[src/rtl/ppu_pkg.sv]
// Shared PPU constants and types for the OAM line scanner and its sprite list.
// The Y-window test is kept here so the scanner and any future fetcher agree on it.
package ppu_pkg;

  localparam int OAM_ENTRIES      = 40;
  localparam int MAX_LINE_SPRITES = 10;
  localparam int OAM_Y_OFFSET     = 16;

  typedef struct packed {
    logic [7:0] x;
    logic [7:0] y;
  } oam_pos_t;

  typedef struct packed {
    logic [5:0] idx;
    logic [7:0] x;
  } line_sprite_t;

  // 9-bit math so ly + bias and y + height never wrap.
  function automatic logic y_hit(input logic [7:0] ly, input logic tall,
                                 input logic [7:0] y, input logic [8:0] bias);
    logic [8:0] line_pos;
    logic [8:0] top;
    logic [8:0] height;
    line_pos = {1'b0, ly} + bias;
    top      = {1'b0, y};
    height   = tall ? 9'd16 : 9'd8;
    return (line_pos >= top) && (line_pos < top + height);
  endfunction

endpackage

[src/rtl/oam_line_scanner_if.sv]
// Bundle between the PPU controller / OAM RAM (master) and the line scanner (slave).
// Carries the scan handshake, the OAM read bus and the selected-list read port.
interface oam_line_scanner_if;
  import ppu_pkg::*;

  logic        start;
  logic [7:0]  ly;
  logic        tall;
  logic [6:0]  oam_addr;
  logic [15:0] oam_data;
  logic        busy;
  logic        done;
  logic [3:0]  count;
  logic [3:0]  rd_slot;
  logic [7:0]  rd_x;
  logic [5:0]  rd_oam_idx;

  modport master (
    output start, ly, tall, oam_data, rd_slot,
    input  oam_addr, busy, done, count, rd_x, rd_oam_idx
  );

  modport slave (
    input  start, ly, tall, oam_data, rd_slot,
    output oam_addr, busy, done, count, rd_x, rd_oam_idx
  );

endinterface

[src/rtl/oam_line_scanner_list.sv]
// sprite_line_list: the per-line selected-sprite register file.
// Clear resets only the count; entries stay stale until overwritten.
module sprite_line_list
  import ppu_pkg::*;
#(
  parameter int MAX_SPRITES = MAX_LINE_SPRITES
) (
  input  logic         clk,
  input  logic         rst_n,
  input  logic         clear,
  input  logic         append,
  input  line_sprite_t append_data,
  input  logic [3:0]   rd_slot,
  output logic [3:0]   count,
  output line_sprite_t rd_data
);

  localparam logic [3:0] MAX_CNT = 4'(MAX_SPRITES);

  line_sprite_t list [MAX_SPRITES];

  // NOTE: state registers use non-blocking (<=) so every flop samples pre-edge values,
  // independent of statement order inside the block.
  always_ff @(posedge clk or negedge rst_n) begin
    if (!rst_n) begin
      count <= '0;
      for (int i = 0; i < MAX_SPRITES; i++) list[i] <= '0;
    end else if (clear) begin
      count <= '0;
    end else if (append && (count < MAX_CNT)) begin
      list[count] <= append_data;
      count       <= count + 4'd1;
    end
  end

  // NOTE: every always_comb output gets a default first so no path infers a latch.
  always_comb begin
    rd_data = '0;
    if (rd_slot < MAX_CNT) rd_data = list[rd_slot];
  end

endmodule

[src/rtl/oam_line_scanner.sv]
// Walks all OAM entries once per start pulse and keeps the first MAX_SPRITES whose
// vertical span covers the latched line; the list is held for the pixel fetcher.
module oam_line_scanner
  import ppu_pkg::*;
#(
  parameter int ENTRIES     = OAM_ENTRIES,
  parameter int MAX_SPRITES = MAX_LINE_SPRITES,
  parameter int Y_OFFSET    = OAM_Y_OFFSET
) (
  input  logic                 clk,
  input  logic                 rst_n,
  oam_line_scanner_if.slave    bus
);

  localparam logic [0:0] ST_IDLE = 1'b0;
  localparam logic [0:0] ST_SCAN = 1'b1;
  localparam logic [6:0] C_LAST  = 7'(2 * ENTRIES - 1);
  localparam logic [8:0] BIAS    = 9'(Y_OFFSET);

  logic [0:0]   state;
  logic [6:0]   c;
  logic [7:0]   ly_q;
  logic         tall_q;
  logic         done_q;
  oam_pos_t     pos;
  logic         hit;
  logic         append;
  line_sprite_t new_entry;
  line_sprite_t rd_data;

  assign pos = bus.oam_data;

  // Entry address is held for both clocks of an entry; data arrives on the odd one.
  assign bus.oam_addr = {c[6:1], 1'b0};

  assign hit       = (state == ST_SCAN) && c[0] && y_hit(ly_q, tall_q, pos.y, BIAS);
  assign append    = hit && !bus.start;
  assign new_entry = '{idx: c[6:1], x: pos.x};

  always_ff @(posedge clk or negedge rst_n) begin
    if (!rst_n) begin
      state  <= ST_IDLE;
      c      <= '0;
      ly_q   <= '0;
      tall_q <= 1'b0;
      done_q <= 1'b0;
    end else begin
      done_q <= 1'b0;
      if (bus.start) begin
        // A start always wins, including on the final compare: the old scan is dropped.
        state  <= ST_SCAN;
        c      <= '0;
        ly_q   <= bus.ly;
        tall_q <= bus.tall;
      end else if (state == ST_SCAN) begin
        if (c == C_LAST) begin
          state  <= ST_IDLE;
          c      <= '0;
          done_q <= 1'b1;
        end else begin
          c <= c + 7'd1;
        end
      end
    end
  end

  sprite_line_list #(
    .MAX_SPRITES (MAX_SPRITES)
  ) u_list (
    .clk         (clk),
    .rst_n       (rst_n),
    .clear       (bus.start),
    .append      (append),
    .append_data (new_entry),
    .rd_slot     (bus.rd_slot),
    .count       (bus.count),
    .rd_data     (rd_data)
  );

  assign bus.busy       = (state == ST_SCAN);
  assign bus.done       = done_q;
  assign bus.rd_x       = rd_data.x;
  assign bus.rd_oam_idx = rd_data.idx;

endmodule
[src/flat_wrapper.sv]
// flat-port wrapper written by rule: the top's interface ports become plain ports
module oam_line_scanner_flat import ppu_pkg::*;
#(
  parameter int ENTRIES     = OAM_ENTRIES,
  parameter int MAX_SPRITES = MAX_LINE_SPRITES,
  parameter int Y_OFFSET    = OAM_Y_OFFSET
)
  (clk, rst_n, bus_start, bus_ly, bus_tall, bus_oam_data, bus_rd_slot, bus_oam_addr, bus_busy, bus_done, bus_count, bus_rd_x, bus_rd_oam_idx);
  oam_line_scanner_if bus_i ();
  input  logic clk;
  input  logic rst_n;
  input wire logic [$bits(bus_i.start)-1:0] bus_start;
  input wire logic [$bits(bus_i.ly)-1:0] bus_ly;
  input wire logic [$bits(bus_i.tall)-1:0] bus_tall;
  input wire logic [$bits(bus_i.oam_data)-1:0] bus_oam_data;
  input wire logic [$bits(bus_i.rd_slot)-1:0] bus_rd_slot;
  output wire logic [$bits(bus_i.oam_addr)-1:0] bus_oam_addr;
  output wire logic [$bits(bus_i.busy)-1:0] bus_busy;
  output wire logic [$bits(bus_i.done)-1:0] bus_done;
  output wire logic [$bits(bus_i.count)-1:0] bus_count;
  output wire logic [$bits(bus_i.rd_x)-1:0] bus_rd_x;
  output wire logic [$bits(bus_i.rd_oam_idx)-1:0] bus_rd_oam_idx;
  assign bus_i.start = bus_start;
  assign bus_i.ly = bus_ly;
  assign bus_i.tall = bus_tall;
  assign bus_i.oam_data = bus_oam_data;
  assign bus_i.rd_slot = bus_rd_slot;
  assign bus_oam_addr = bus_i.oam_addr;
  assign bus_busy = bus_i.busy;
  assign bus_done = bus_i.done;
  assign bus_count = bus_i.count;
  assign bus_rd_x = bus_i.rd_x;
  assign bus_rd_oam_idx = bus_i.rd_oam_idx;
  oam_line_scanner #(.ENTRIES(ENTRIES), .MAX_SPRITES(MAX_SPRITES), .Y_OFFSET(Y_OFFSET)) u_core (.clk(clk), .rst_n(rst_n), .bus(bus_i));
endmodule
[config.mk]
export PLATFORM = sky130hd
export DESIGN_NAME = oam_line_scanner_flat
export DESIGN_NICKNAME = d
export VERILOG_FILES = /design/src/rtl/ppu_pkg.sv /design/src/rtl/oam_line_scanner_if.sv /design/src/rtl/oam_line_scanner_list.sv /design/src/rtl/oam_line_scanner.sv /design/src/flat_wrapper.sv
export SDC_FILE = /design/constraint.sdc
export NUM_CORES = 1
export LEC_CHECK = 0
export CORE_MARGIN = 4
export CORE_UTILIZATION = 45
export DETAILED_ROUTE_END_ITERATION = 8
export SLEW_MARGIN = 30
export SYNTH_ARGS = -nofsm -noshare
export SYNTH_HDL_FRONTEND = slang
export SYNTH_SLANG_ARGS = --single-unit
[constraint.sdc]
create_clock -name clk -period 6.1 [get_ports clk]
set_input_delay 1.22 -clock clk [delete_from_list [all_inputs] [get_ports clk]]
set_output_delay 1.22 -clock clk [all_outputs]
set_load 0.05 [all_outputs]
# Word level (Yosys, flattened, before mapping)
# Cells that the tools add are included.
dict set report totals {
  register_bits 162
  latch_bits 0
  ramBits 0
  rom_bits 0
  in_bits 32
  mem_count 0
}
dict set report op_classes {
  addsub 4
  n_mul 0
  div_mod_pow 0
  n_lt_le_gt_ge 7
  eq_ne 1
  n_shift 0
  mux 19
  bitwise_logic 3
  n_reduce_logical 10
}
# cell n
set op_table {}
lappend op_table {{$bwmux 140} 1}
lappend op_table {{$bmux 14 s4} 1}
lappend op_table {{$demux 14 s4} 1}
lappend op_table {{$mux 14} 4}
lappend op_table {{$mux 7} 3}
lappend op_table {{$ge 5x5->1 const B} 2}
lappend op_table {{$not 4->5} 2}
lappend op_table {{$add 8x5->9 const B} 1}
lappend op_table {{$add 8x9->9} 1}
lappend op_table {{$ge 9x8->1} 1}
lappend op_table {{$lt 9x9->1} 1}
lappend op_table {{$lt 4x4->1 const B} 2}
lappend op_table {{$mux 4} 2}
lappend op_table {{$add 7x1->7 const B} 1}
lappend op_table {{$eq 7x7->1 const B} 1}
lappend op_table {{$logic_and 1x1->1} 6}
lappend op_table {{$mux 1} 6}
lappend op_table {{$lt 5x1->1 const B} 1}
lappend op_table {{$mux 5} 1}
lappend op_table {{$add 4x1->4 const B} 1}
lappend op_table {{$reduce_bool 2->1} 2}
lappend op_table {{$reduce_and 2->1} 1}
lappend op_table {{$logic_not 1->1} 1}
lappend op_table {{$not 1->1} 1}

# Depth between registers and ports, before layout
# Gate-level depths: netlist of the first run.
dict set report logic_depth {
  ltp_word 9
  ltp_mapped 15
  ltp_nobuf 13
}

# Hierarchy
# A second synthesis of the first run with hierarchy kept.
dict set report unflattened {
  hier_cells 619
  hier_area_um2 8100.3
}
# mod instances cells_each area_per_inst_um2 seq_area_each_um2
set modules_own_cells {}
lappend modules_own_cells {sprite_line_list 1 478 6765.2 3603.5}
lappend modules_own_cells {oam_line_scanner 1 141 1335.0 450.4}

# Worst setup path before layout of the first run
# No wires, ideal clock.
dict set report synth_timing {
  path_type {input-to-output}
  startpoint {in bus_rd_slot[0]}
  endpoint {out bus_rd_x[4]}
  arrival_ns 3.222
  slack_ns 1.658
  stages 6
  path_buffers 3
  path_cell_list {clkbuf_1 buf_2 clkbuf_1 mux2_2 a221oi_1 a21oi_1}
}
dict set report synth_via {
  elab_chain_len 5
  elab_cells_between_ends 6
  cone_classes {order compare: 1; mux: 4; bitwise: 1}
}
# element line
set synth_lines {}
lappend synth_lines {{start, declared} flat_wrapper.sv:16} ;# input wire logic [$bits(bus_i.rd_slot)-1:0] bus_rd_slot;
lappend synth_lines {{$not 4->5 (implied by the code)} oam_line_scanner_list.sv:39} ;# if (rd_slot < MAX_CNT) rd_data = list[rd_slot];
lappend synth_lines {{$bmux 14 s4} oam_line_scanner_list.sv:39}
lappend synth_lines {{$mux 14 (implied by the code) (2 in a row)} oam_line_scanner_list.sv:39}
lappend synth_lines {{$mux 14 *} oam_line_scanner_list.sv:39}
lappend synth_lines {{end, declared} flat_wrapper.sv:21} ;# output wire logic [$bits(bus_i.rd_x)-1:0] bus_rd_x;
# Mark *: on every way between the ends. The rest lies on a longest branch, timed or not. The select of a mux whose other input is x is not followed.

# Worst setup path after layout of the first run
dict set report layout_timing {
  startpoint {in bus_oam_data[3]}
  endpoint {reg u_core.u_list.list[45] (netlist bit)}
}
dict set report layout_via {
  elab_chain_len 7
  elab_cells_between_ends 8
  cone_classes {add/sub: 1; order compare: 2; reduce/logical: 5}
}
# element line
set layout_lines {}
lappend layout_lines {{start, declared} flat_wrapper.sv:15} ;# input wire logic [$bits(bus_i.oam_data)-1:0] bus_oam_data;
lappend layout_lines {{$add 8x9->9} ppu_pkg.sv:28} ;# return (line_pos >= top) && (line_pos < top + height);
lappend layout_lines {{$lt 9x9->1} ppu_pkg.sv:28}
lappend layout_lines {{$logic_and 1x1->1 *} ppu_pkg.sv:28}
lappend layout_lines {{$logic_and 1x1->1 *} oam_line_scanner.sv:36} ;# assign hit = (state == ST_SCAN) && c[0] && y_hit(ly_q, tall_q, pos.y, BIAS);
lappend layout_lines {{$logic_and 1x1->1 *} oam_line_scanner.sv:37} ;# assign append = hit && !bus.start;
lappend layout_lines {{$logic_and 1x1->1 *} oam_line_scanner_list.sv:30} ;# end else if (append && (count < MAX_CNT)) begin
lappend layout_lines {{$reduce_and 2->1 (no line) *} --}
lappend layout_lines {{end signal, assigned by index} oam_line_scanner_list.sv:31} ;# list[count] <= append_data;
lappend layout_lines {{end, declared} oam_line_scanner_list.sv:20} ;# line_sprite_t list [MAX_SPRITES];
# Mark *: on every way between the ends. The rest lies on a longest branch, timed or not.
# A chain may end at the register's enable or synchronous reset.

==> metrics.yaml, run 1 <==
crit_path_end_kind: "register"
final_area_mm2: 0.00949
globalRouteOverflowTotal: 0
avgRoutedWirePerCell_um: 20.1
post-synth-top-area-fraction_pct: 49.5
grt_max_degree: 116
setup.worst_path.class: "in -> reg"
use_met2_pct: 30.3
yosysUniqueCellTypes: 44
worstPathMaxFanout: 14
synth.net_count: 649
cpMostUsedCell: "ha_1"
clock-sinks: 162
critPathLaunch: "bus_oam_data[3]"
synth_most_common_cell: "dfrtp_1"
ys_async_sr_fraction_pct: 100
synth_area_per_cell_um2: 13.8
synth_largest_area_cell: "dfrtp_1"
drtIter0Drc: 200
crit_family: "simple AND/OR/NAND/NOR gates"
cts_buffer_depth: 2
synth-seq-area-share_pct: 49.5
htree_levels: 4
reg2reg_slack_ns: 2.21
postRouteAntennaNets: 0
fin_crit_sh_pct: 76.4
synth_area_leaders: "dfrtp_1, mux2_2, mux4_2, mux2_4, ha_1"
dp.cells: 843
hp-class: "reg -> reg"
num-fill-cells: 1515
die_h_um: 143
grt_pass1_wl_mm: 28.6
clk_latency_ns: 0.43
path_clk_slew_ns: 0.06
powerDensity_mw_per_mm2: 275
path_cells: "clkdlybuf4s50_1 > ha_1 > inv_1 > fa_1 > nor3_1 > xnor2_1 > ha_1 > nand4_1 > a21oi_2 > or3_1 > mux2_2"
vias: 4877
dpl-instance-area_mm2: 0.00884
p_leak_nw: 4.48
root_buffer: "clkbuf_16"
antenna_found_initial: 0
ctsHoldBuffers: 0
finalSetupTns_ns: 0
rows: 49
cts-resized-gates: 0
crit_cells: 11
worstReg2RegEnd: "u_core.u_list.list[45]"
drt_pass1_iterations: 4
path_buf_inv: 2
critPathCapture: "u_core.u_list.list[45]"
status: "finished clean"
worst_pin_slew_ns: 0.941
peakVddDrop_mv: 0.184
ys.flop_type: "dfrtp_1"
finalCriticalPeriod_ns: 4.66
synth_edf_count: 0
n_antenna_cell: 0
grtUsageMet3_pct: 3.85
slew_headroom_pct: 37.3
grt_pass1_vias: 5292
portBuffers: 57
io_pins: 59
gp_congestion: 0.774
fin_skew_ns: 0.00720
hold_viol_final: 0
dp_hpwl_mm: 11.2
fin_cells: 876
yosys_warnings: 0
synth_area_mm2: 0.00819
wl_mm: 17.6
slew_viol_final: 0
core_area_mm2: 0.0180
vias_per_cell: 5.57
grt.met1_usage_pct: 24.4
post_cts_buffers: 0
final_nets: 689
drc: 0
synthTopCellsByCount: "dfrtp_1, mux2_2, nand2_1"
cts_buffers: 17
max_cap_viol_count: 0
slowest_stage: "or3_1"
required_ns: 6.41
finalSetupViolations: 0
die_area_mm2: 0.0204
startpoint_type: "input pin"
fin_util_pct: 52.8
grt-busiest-layer: "met2"
rsz0062_at_grt: "no"
total_power_mw: 2.61
dieWidth_um: 143
ys_ff_latch: 162
grt.total_usage_pct: 18.3
worstRegToRegCells: 11
area_growth_pct: 15.8
synthCells: 594
max_freq_mhz: 214
cp_slowest_stage_delay_ns: 0.83
layout-drive-gt1-share_pct: 41.4
cp.arrival_ns: 4.97
cts_tree: "yes"
initial_core_util_pct: 45.6
regToRegStartpoint: "u_core.tall_q"
state kept, by name (all words and copies together) (netlist names):
signal and flops:
u_core.u_list.list 140, u_core.c 7, u_core.u_list.count 4, u_core.bus.done 1, u_core.bus.busy 1, u_core.ly_q 8
u_core.tall_q 1
cells in the final DEF (no fill, tap or decap), types with 2 or more instances in the layout:
master,n
mux2_2,141
clkdlybuf4s50_1,41
or3_1,3
nor3_4,6
mux2_4,20
a21oi_1,19
mux4_2,28
nor2_1,13
clkbuf_8,3
inv_1,16
clkinv_4,2
nand4_1,6
a21o_1,4
a221oi_1,14
nor3b_1,2
dfrtp_1,162
buf_4,29
nand2_1,32
nor2b_1,2
xor2_1,4
nand3_1,8
o21ai_0,10
inv_6,2
clkinv_2,4
bufinv_16,3
ha_1,22
clkbuf_16,17
xnor2_1,3
nand2b_1,6
nor3_1,3
cells by family (layout without fill, tap and decap cells):
logic type	Yosys count	count (layout)	share of synthesized area, %
muxes	191	191	31.0
buffers and inverters	70	123	4.58
adders and majority gates	23	23	3.60
other	1	1	0.0458
and+or+nand+nor	87	87	6.22
DFF	162	162	49.5
AOI/OAI and AO/OA	53	53	4.32
xor gates and xnor gates	7	7	0.748
cell type report:
type                    count  area [um^2]  share of cell area, %
flip-flops and latches    162         4050                   42.7
multi-input cells         362         3770                   39.7
repair buffers             74          696                   7.33
clock buffers              20          467                   4.92
well taps                 229          287                   3.02
clock inverters            12          153                   1.61
inverters                  17         63.8                  0.673
layer usage:
layer / up-vias / wire length [um]
met1: 2584 / 8160
li1: 2222 / -
met5: - / 0
met3: 15 / 468
met4: 0 / 187
met2: 56 / 8760
worst register-to-register path, delay by kind of cell (launching register included):
kind            cells  cell delay [ns]
fa+ha+maj           3             0.89
buf+inv             2             0.16
mux                 1             0.41
flops               1             0.38
compound gates      1             0.70
simple gates        3             1.13
xor+xnor            1             0.09
power breakdown:
group,internal [mW],switching (mW)
Combinational,0.149,0.167
Clock,0.678,0.442
Sequential,1.14,0.0369
how the worst min path moves through the flow:
stage | start | slack, ns | endpoint | cells past startpoint
after global routing | u_core.u_list.list[110] | 0.51 | u_core.u_list.list[110] | 1
after global placement | u_core.u_list.list[33] | 0.46 | u_core.u_list.list[33] | 1
after floorplan | u_core.u_list.list[33] | 0.45 | u_core.u_list.list[33] | 1
final | u_core.u_list.list[0] | 0.50 | u_core.u_list.list[0] | 1
after CTS | u_core.u_list.list[110] | 0.51 | u_core.u_list.list[110] | 1
after detailed placement | u_core.u_list.list[3] | 0.49 | u_core.u_list.list[3] | 1
metrics by stage:
| step | hold slack (ns) | setup WS (ns) |
|---|---|---|
| floorplan | 0.453 | 1.66 |
| global placement | 0.463 | 1.02 |
| detailed placement | 0.490 | 0.973 |
| CTS | 0.505 | 1.40 |
| global route | 0.508 | 1.20 |
| finish | 0.501 | 1.44 |
Note: power is estimated with default switching activity, not from simulation.
==> run 2: changes to the inputs <==
Settings changed: PLACE_DENSITY set to 0.66.
Clock period 6.1 ns to 3.9 ns, I/O delays scaled along.
==> metrics.yaml, run 2 (synthesis results as in run 1) <==
dp.cells: 864  # +2.5%
total_power_mw: 4.16  # +60%
startpoint_type: "input pin"
place_ws_ns: -0.204  # -1.18 ns
worstReg2RegEnd: "u_core.u_list.list[96]"
status: "finished clean"
finalCriticalPeriod_ns: 3.66
reg2reg_slack_ns: 0.56  # -1.65 ns
final_nets: 709  # +2.9%
finalSetupViolations: 0  # unchanged
slew_viol_final: 0  # unchanged
cp.arrival_ns: 3.97  # -1.00 ns
drc: 0  # unchanged
num-fill-cells: 1451  # -4.2%
crit_path_end_kind: "register"
layout-drive-gt1-share_pct: 43.0  # +1.6 points
io_pins: 59  # unchanged
root_buffer: "clkbuf_16"
dp_hpwl_mm: 12.0  # +7.4%
grt_pass1_wl_mm: 29.3  # +2.3%
post_cts_buffers: 0  # unchanged
antenna_found_initial: 0  # unchanged
drtIter0Drc: 269  # +35%
wl_mm: 17.7  # +0.94%
avgRoutedWirePerCell_um: 19.8  # -1.3%
critPathLaunch: "bus_oam_data[3]"
area_growth_pct: 20.9
n_antenna_cell: 0  # unchanged
worstPathMaxFanout: 14  # unchanged
htree_levels: 4  # unchanged
cts_buffers: 17  # unchanged
core_area_mm2: 0.0180  # unchanged
hold_viol_final: 0  # unchanged
fin_cells: 896  # +2.3%
p_leak_nw: 4.63  # +3.4%
multi_input_area_mm2: 0.00377  # unchanged
fin_skew_ns: 0.00888  # +0.00168 ns
setup.worst_path.class: "in -> reg"
finalSetupTns_ns: 0  # unchanged
peakVddDrop_mv: 0.358  # +95%
grt_pass1_vias: 5378  # +1.6%
clock-sinks: 162  # unchanged
drt_pass1_iterations: 4  # unchanged
critPathCapture: "u_core.u_list.list[96]"
dpl-instance-area_mm2: 0.00927  # +4.9%
clk_latency_ns: 0.43  # about the same
regArea_mm2: 0.00405  # unchanged
globalRouteOverflowTotal: 0  # unchanged
timing.final.ws_setup_ns: 0.240  # -1.20 ns
die_h_um: 143  # unchanged
cts_tree: "yes"
required_ns: 4.21  # -2.20 ns
powerDensity_mw_per_mm2: 420  # +53%
rsz0062_at_grt: "no"
dieWidth_um: 143  # unchanged
regToRegStartpoint: "u_core.tall_q"
top_regs: "u_core.u_list.list: 140 flops, u_core.ly_q: 8 flops, u_core.c: 7 flops"
hp-class: "in -> async"
slew_headroom_pct: 44.5  # +7.2 points
max_freq_mhz: 273
final_area_mm2: 0.00991  # +4.4%
final_common_cell: "dfrtp_1"
largest_reg_flops: 140  # unchanged
ctsHoldBuffers: 0  # unchanged
worstRegToRegCells: 15  # +4
gp_congestion: 0.838  # +8.3%
initial_core_util_pct: 45.6  # unchanged
final_cell_mix: "dfrtp_1, mux2_2, clkdlybuf4s50_1"
cts-resized-gates: 0  # unchanged
grt_max_degree: 102  # -12%
portBuffers: 57  # unchanged
path_clk_slew_ns: 0.07  # about the same
postRouteAntennaNets: 0  # unchanged
vias_per_cell: 5.55  # -0.25%
cts_buffer_depth: 2  # unchanged
grt.total_usage_pct: 18.6  # +0.38 points
die_area_mm2: 0.0204  # unchanged
vias: 4976  # +2.0%
worst_pin_slew_ns: 0.833  # -0.108 ns
regMostFlops: "u_core.u_list.list"
fin_crit_sh_pct: 93.8
rows: 49  # unchanged
max_cap_viol_count: 0  # unchanged
run 2: changes by cell type in the layout (fill, tap and decap cells not counted), moves of 2 or more:
cell | before | now
buf_12 | 1 | 23
clkbuf_8 | 3 | 1
clkinv_2 | 4 | 0
clkinvlp_4 | 1 | 4
run 2: worst min path at each step:
stage | endpoint | depth (start not counted) | from | slack [ns]
finish | u_core.ly_q[3] | 1 | rst_n | 0.43
floorplan | u_core.u_list.list[33] | 1 | u_core.u_list.list[33] | 0.45
global placement | u_core.u_list.list[33] | 1 | u_core.u_list.list[33] | 0.46
CTS | u_core.ly_q[3] | 1 | rst_n | 0.50
global route | u_core.tall_q | 1 | rst_n | 0.51
detailed placement | u_core.u_list.list[33] | 1 | u_core.u_list.list[33] | 0.48
run 2: area by class of cell:
cell class | instances | share of cell area [%]
inverter | 17 | 0.644
tap | 229 | 2.89
timing repair buffer | 94 | 11.1
sequential | 162 | 40.9
clock inverter | 14 | 2.07
multi-input combinational | 362 | 38.0
clock buffer | 18 | 4.33
run 2: per-layer routing:
layer  share of wire, %  track usage, %  wire [um]
met1                 45            25.2       7950
met3                3.2            3.52        573
met5                  0               0          0
met4                1.3            5.60        229
met2                 51            30.8       8990
run 2: power breakdown:
part           internal, mW  switching [mW]  leakage, nW
Combinational         0.271           0.274         2.12
Clock                  1.08           0.700        0.295
Sequential             1.78          0.0622         2.22
Total                  3.13            1.04         4.63
run 2: critical path: stages:
cell	delay (ns)
clkdlybuf4s50_1	0.48
ha_1	0.17
inv_1	0.05
fa_1	0.38
nor3_1	0.18
xnor2_1	0.14
ha_1	0.27
a21o_1	0.16
nand2_1	0.06
nand4_1	0.11
a31o_4	0.28
buf_12	0.16
nor3_4	0.20
buf_12	0.19
mux2_2	0.34
run 2: through the flow:
step / util [%] / hold slack, ns
after floorplan: - / 0.453
after global placement: 51.6 / 0.464
after detailed placement: 51.6 / 0.477
after CTS: 55.1 / 0.499
after global routing: 55.1 / 0.513
final: 55.1 / 0.427
==> edit, RTL diff (flow settings as in run 1) <==
Make the reset (`rst_n`) synchronous in 2 clocked blocks.
--- a/src/rtl/oam_line_scanner_list.sv
+++ b/src/rtl/oam_line_scanner_list.sv
@@ -22,5 +22,5 @@
   // NOTE: state registers use non-blocking (<=) so every flop samples pre-edge values,
   // independent of statement order inside the block.
-  always_ff @(posedge clk or negedge rst_n) begin
+  always_ff @(posedge clk) begin
     if (!rst_n) begin
       count <= '0;
--- a/src/rtl/oam_line_scanner.sv
+++ b/src/rtl/oam_line_scanner.sv
@@ -38,5 +38,5 @@
   assign new_entry = '{idx: c[6:1], x: pos.x};
 
-  always_ff @(posedge clk or negedge rst_n) begin
+  always_ff @(posedge clk) begin
     if (!rst_n) begin
       state  <= ST_IDLE;
Check against the original RTL: differs if rst_n is asserted again (counterexample within 4 cycles, from zero or initial values and one cycle with rst_n low); with rst_n held inactive, the same outputs for 4 cycles.
==> edit against run 1 <==
Combinational power shrank 22%. Clock skew increased by 0.0029 ns. Setup slack got worse by 0.22 ns. Largest cell class unchanged. Via count grew 17%. Cell area shrank 0.90%. Utilization shrank 0.29 points. Synthesized area barely moved. Sequential cell count is the same. Global-route usage rose by 2.9 points. Power decreased by 3.3%. Final cell count grew 9.5%. Critical path type is now primary input to output port. Wire length is 19% higher. Non-clock buffer count rose by 3.
==> edit: results (changes against run 1) <==
stage,metric,value,unit,change
clock_tree,CTS Buf Count,17,,unchanged
yosys,"top cells by count, synth","edfxtp_1 (140), nor2_1 (75), nor3_1 (66), nand2_1 (46), nand3_1 (38)",,"was dfrtp_1 (162), mux2_2 (141), nand2_1 (32), mux4_2 (28), ha_1 (22)"
status,status,"complete, no violations",,unchanged
critical_path,crit path max fanout,16,,was 14
grt,Tot GR Track Use,21.2,%,was 18.3%
detailed_routing,Via density,5.94,,was 5.57
critical_path,reg2reg setup slack,2.48,ns,was 2.21 ns
yosys,post-synthesis mux area share,11.0,%,was 31.0%
placed_design,DP HPWL,14100,um,was 11200 um
sta,Least-Margin Pin Slew,0.941,ns,about the same
yosys,xor and xnor area share after synthesis,0.749,%,was 0.748%
cells_and_area,top flop regs,"u_core.u_list.list x140, u_core.ly_q x8, u_core.c x7",,unchanged
grt,vias in the first global route,5518,,was 5292
clock_tree,clock slew at reported path FFs,0.06,ns,about the same
placed_design,Buffers on Ports,57,,unchanged
sta,Final Skew,0.0101,ns,was 0.00720 ns
power,Switching Fraction,25.8,%,was 24.8%
clock_tree,CTS Root Cell,clkbuf_16,,unchanged
clock_tree,H-tree lvl count,4,,unchanged
placed_design,gpl congestion,0.815,,was 0.774
yosys,Compound-Gate Fraction of Synth Area,5.44,%,was 4.32%
yosys,post-synthesis cell type count,46,,was 44
detailed_routing,post-DR wirelength/cell,21.9,um,was 20.1 um
cells_and_area,layout cell share with drive strength beyond 1,16.7,%,was 41.4%
clock_tree,"Clk Latency, worst-skew pair",0.43,ns,about the same
placed_design,placed cells,927,,was 843
grt,antenna violations before repair,0,,unchanged
power,leakage,3.23,nW,was 4.48 nW
clock_tree,setup bufs post-CTS,0,,unchanged
yosys,Post-synth EDFFs,140,,was 0
yosys,Post-Synth Adder-Cell Area,3.15,%,was 3.60%
sta,final hold vios,0,,unchanged
clock_tree,Post-CTS Resized,0,,unchanged
yosys,"FFs w/ async S/R, synth",0,%,was 100%
detailed_routing,Detailed Routing Iterations Pass 1,5,,was 4
yosys,sequential fraction of the synthesis area,56.7,%,was 49.5%
yosys,Avg Inst Size Synth,11.9,sq um,was 13.8 sq um
detailed_routing,via count of the routed design,5700,,was 4877
power,Max VDD drop,0.209,mV,was 0.184 mV
yosys,Syn. warnings,0,,unchanged
clock_tree,clock buffer depth,2,,unchanged
cells_and_area,ANT cells,0,,unchanged
critical_path,CP arrival,3.66,ns,was 4.97 ns
min_path,class of the worst hold path,register to register,,unchanged
cells_and_area,fill count,1572,,was 1515
grt,largest net degree at the start of global routing,51,,was 116
detailed_routing,initial drt markers,722,,was 200
yosys,leading post-synthesis cells by cell area,"edfxtp_1 (51%), mux4_2 (7.7%), dfxtp_1 (5.4%)",,"was dfrtp_1 (49%), mux2_2 (19%), mux4_2 (7.7%)"
grt,first-pass GRT wire length,32500,um,was 28600 um
cells_and_area,Final #Nets,769,,was 689
yosys,Syn Nets,740,,was 649
edit: power groups by stage:
stage                     logic, mW  registers [mW]  clock network, mW
after global routing          0.266            1.25               1.09
after CTS                     0.247            1.25               1.04
after global placement        0.244            1.27                  0
after floorplan               0.157            1.27                  0
final                         0.246            1.25               1.03
after detailed placement      0.246            1.27                  0
edit: through the flow:
| step | hold slack, ns | cell area [sq um] | worst slack, ns | power, mW |
|---|---|---|---|---|
| floorplan | 0.483 | 8190 | 1.03 | 1.43 |
| global placement | 0.512 | 8830 | 1.20 | 1.51 |
| detailed placement | 0.530 | 8830 | 1.13 | 1.52 |
| CTS | 0.539 | 9400 | 1.21 | 2.54 |
| global route | 0.556 | 9400 | 1.09 | 2.61 |
| finish | 0.534 | 9400 | 1.22 | 2.52 |
edit: metal layers:
| layer | routed length, um | GRT usage, % |
|---|---|---|
| met1 | 9050 | 30.5 |
| met2 | 10100 | 33.1 |
| met3 | 1510 | 4.32 |
| met4 | 280 | 5.90 |
| met5 | 0 | 0 |
edit: area by class of cell:
type | count | share of cell area [%]
sequential | 162 | 49.4
multi-input combinational | 444 | 33.7
timing repair buffer | 77 | 7.24
clock buffer | 17 | 4.52
tap | 229 | 3.05
clock inverter | 15 | 1.50
inverter | 15 | 0.599
edit: critical path, stage by stage:
cell	delay [ns]
clkdlybuf4s50_1	0.91
nor2_1	0.50
buf_4	0.28
a22oi_1	0.16
o21ai_0	0.32
buf_4	0.26
edit: worst paths after layout:
path	start	endpoint	depth (start not counted)
worst min register to register	u_core.ly_q[2]$_SDFFE_PN0P_	u_core.ly_q[2]$_SDFFE_PN0P_	2
worst min-delay path	u_core.ly_q[2]$_SDFFE_PN0P_	u_core.ly_q[2]$_SDFFE_PN0P_	2
worst max-delay path	bus_rd_slot[3]	bus_rd_x[2]	6
worst max register to register	u_core.tall_q$_SDFFE_PN0P_	u_core.u_list.list[2][12]$_SDFFCE_PN0P_	14
edit: cells by family after synthesis:
kind of cell | count (synthesis)
and+or+nand+nor | 295
muxes | 53
buffers and inverters | 82
DFF | 162
adders and majority gates | 20
AOI/OAI and AO/OA | 68
other | 1
xor gates and xnor gates | 7
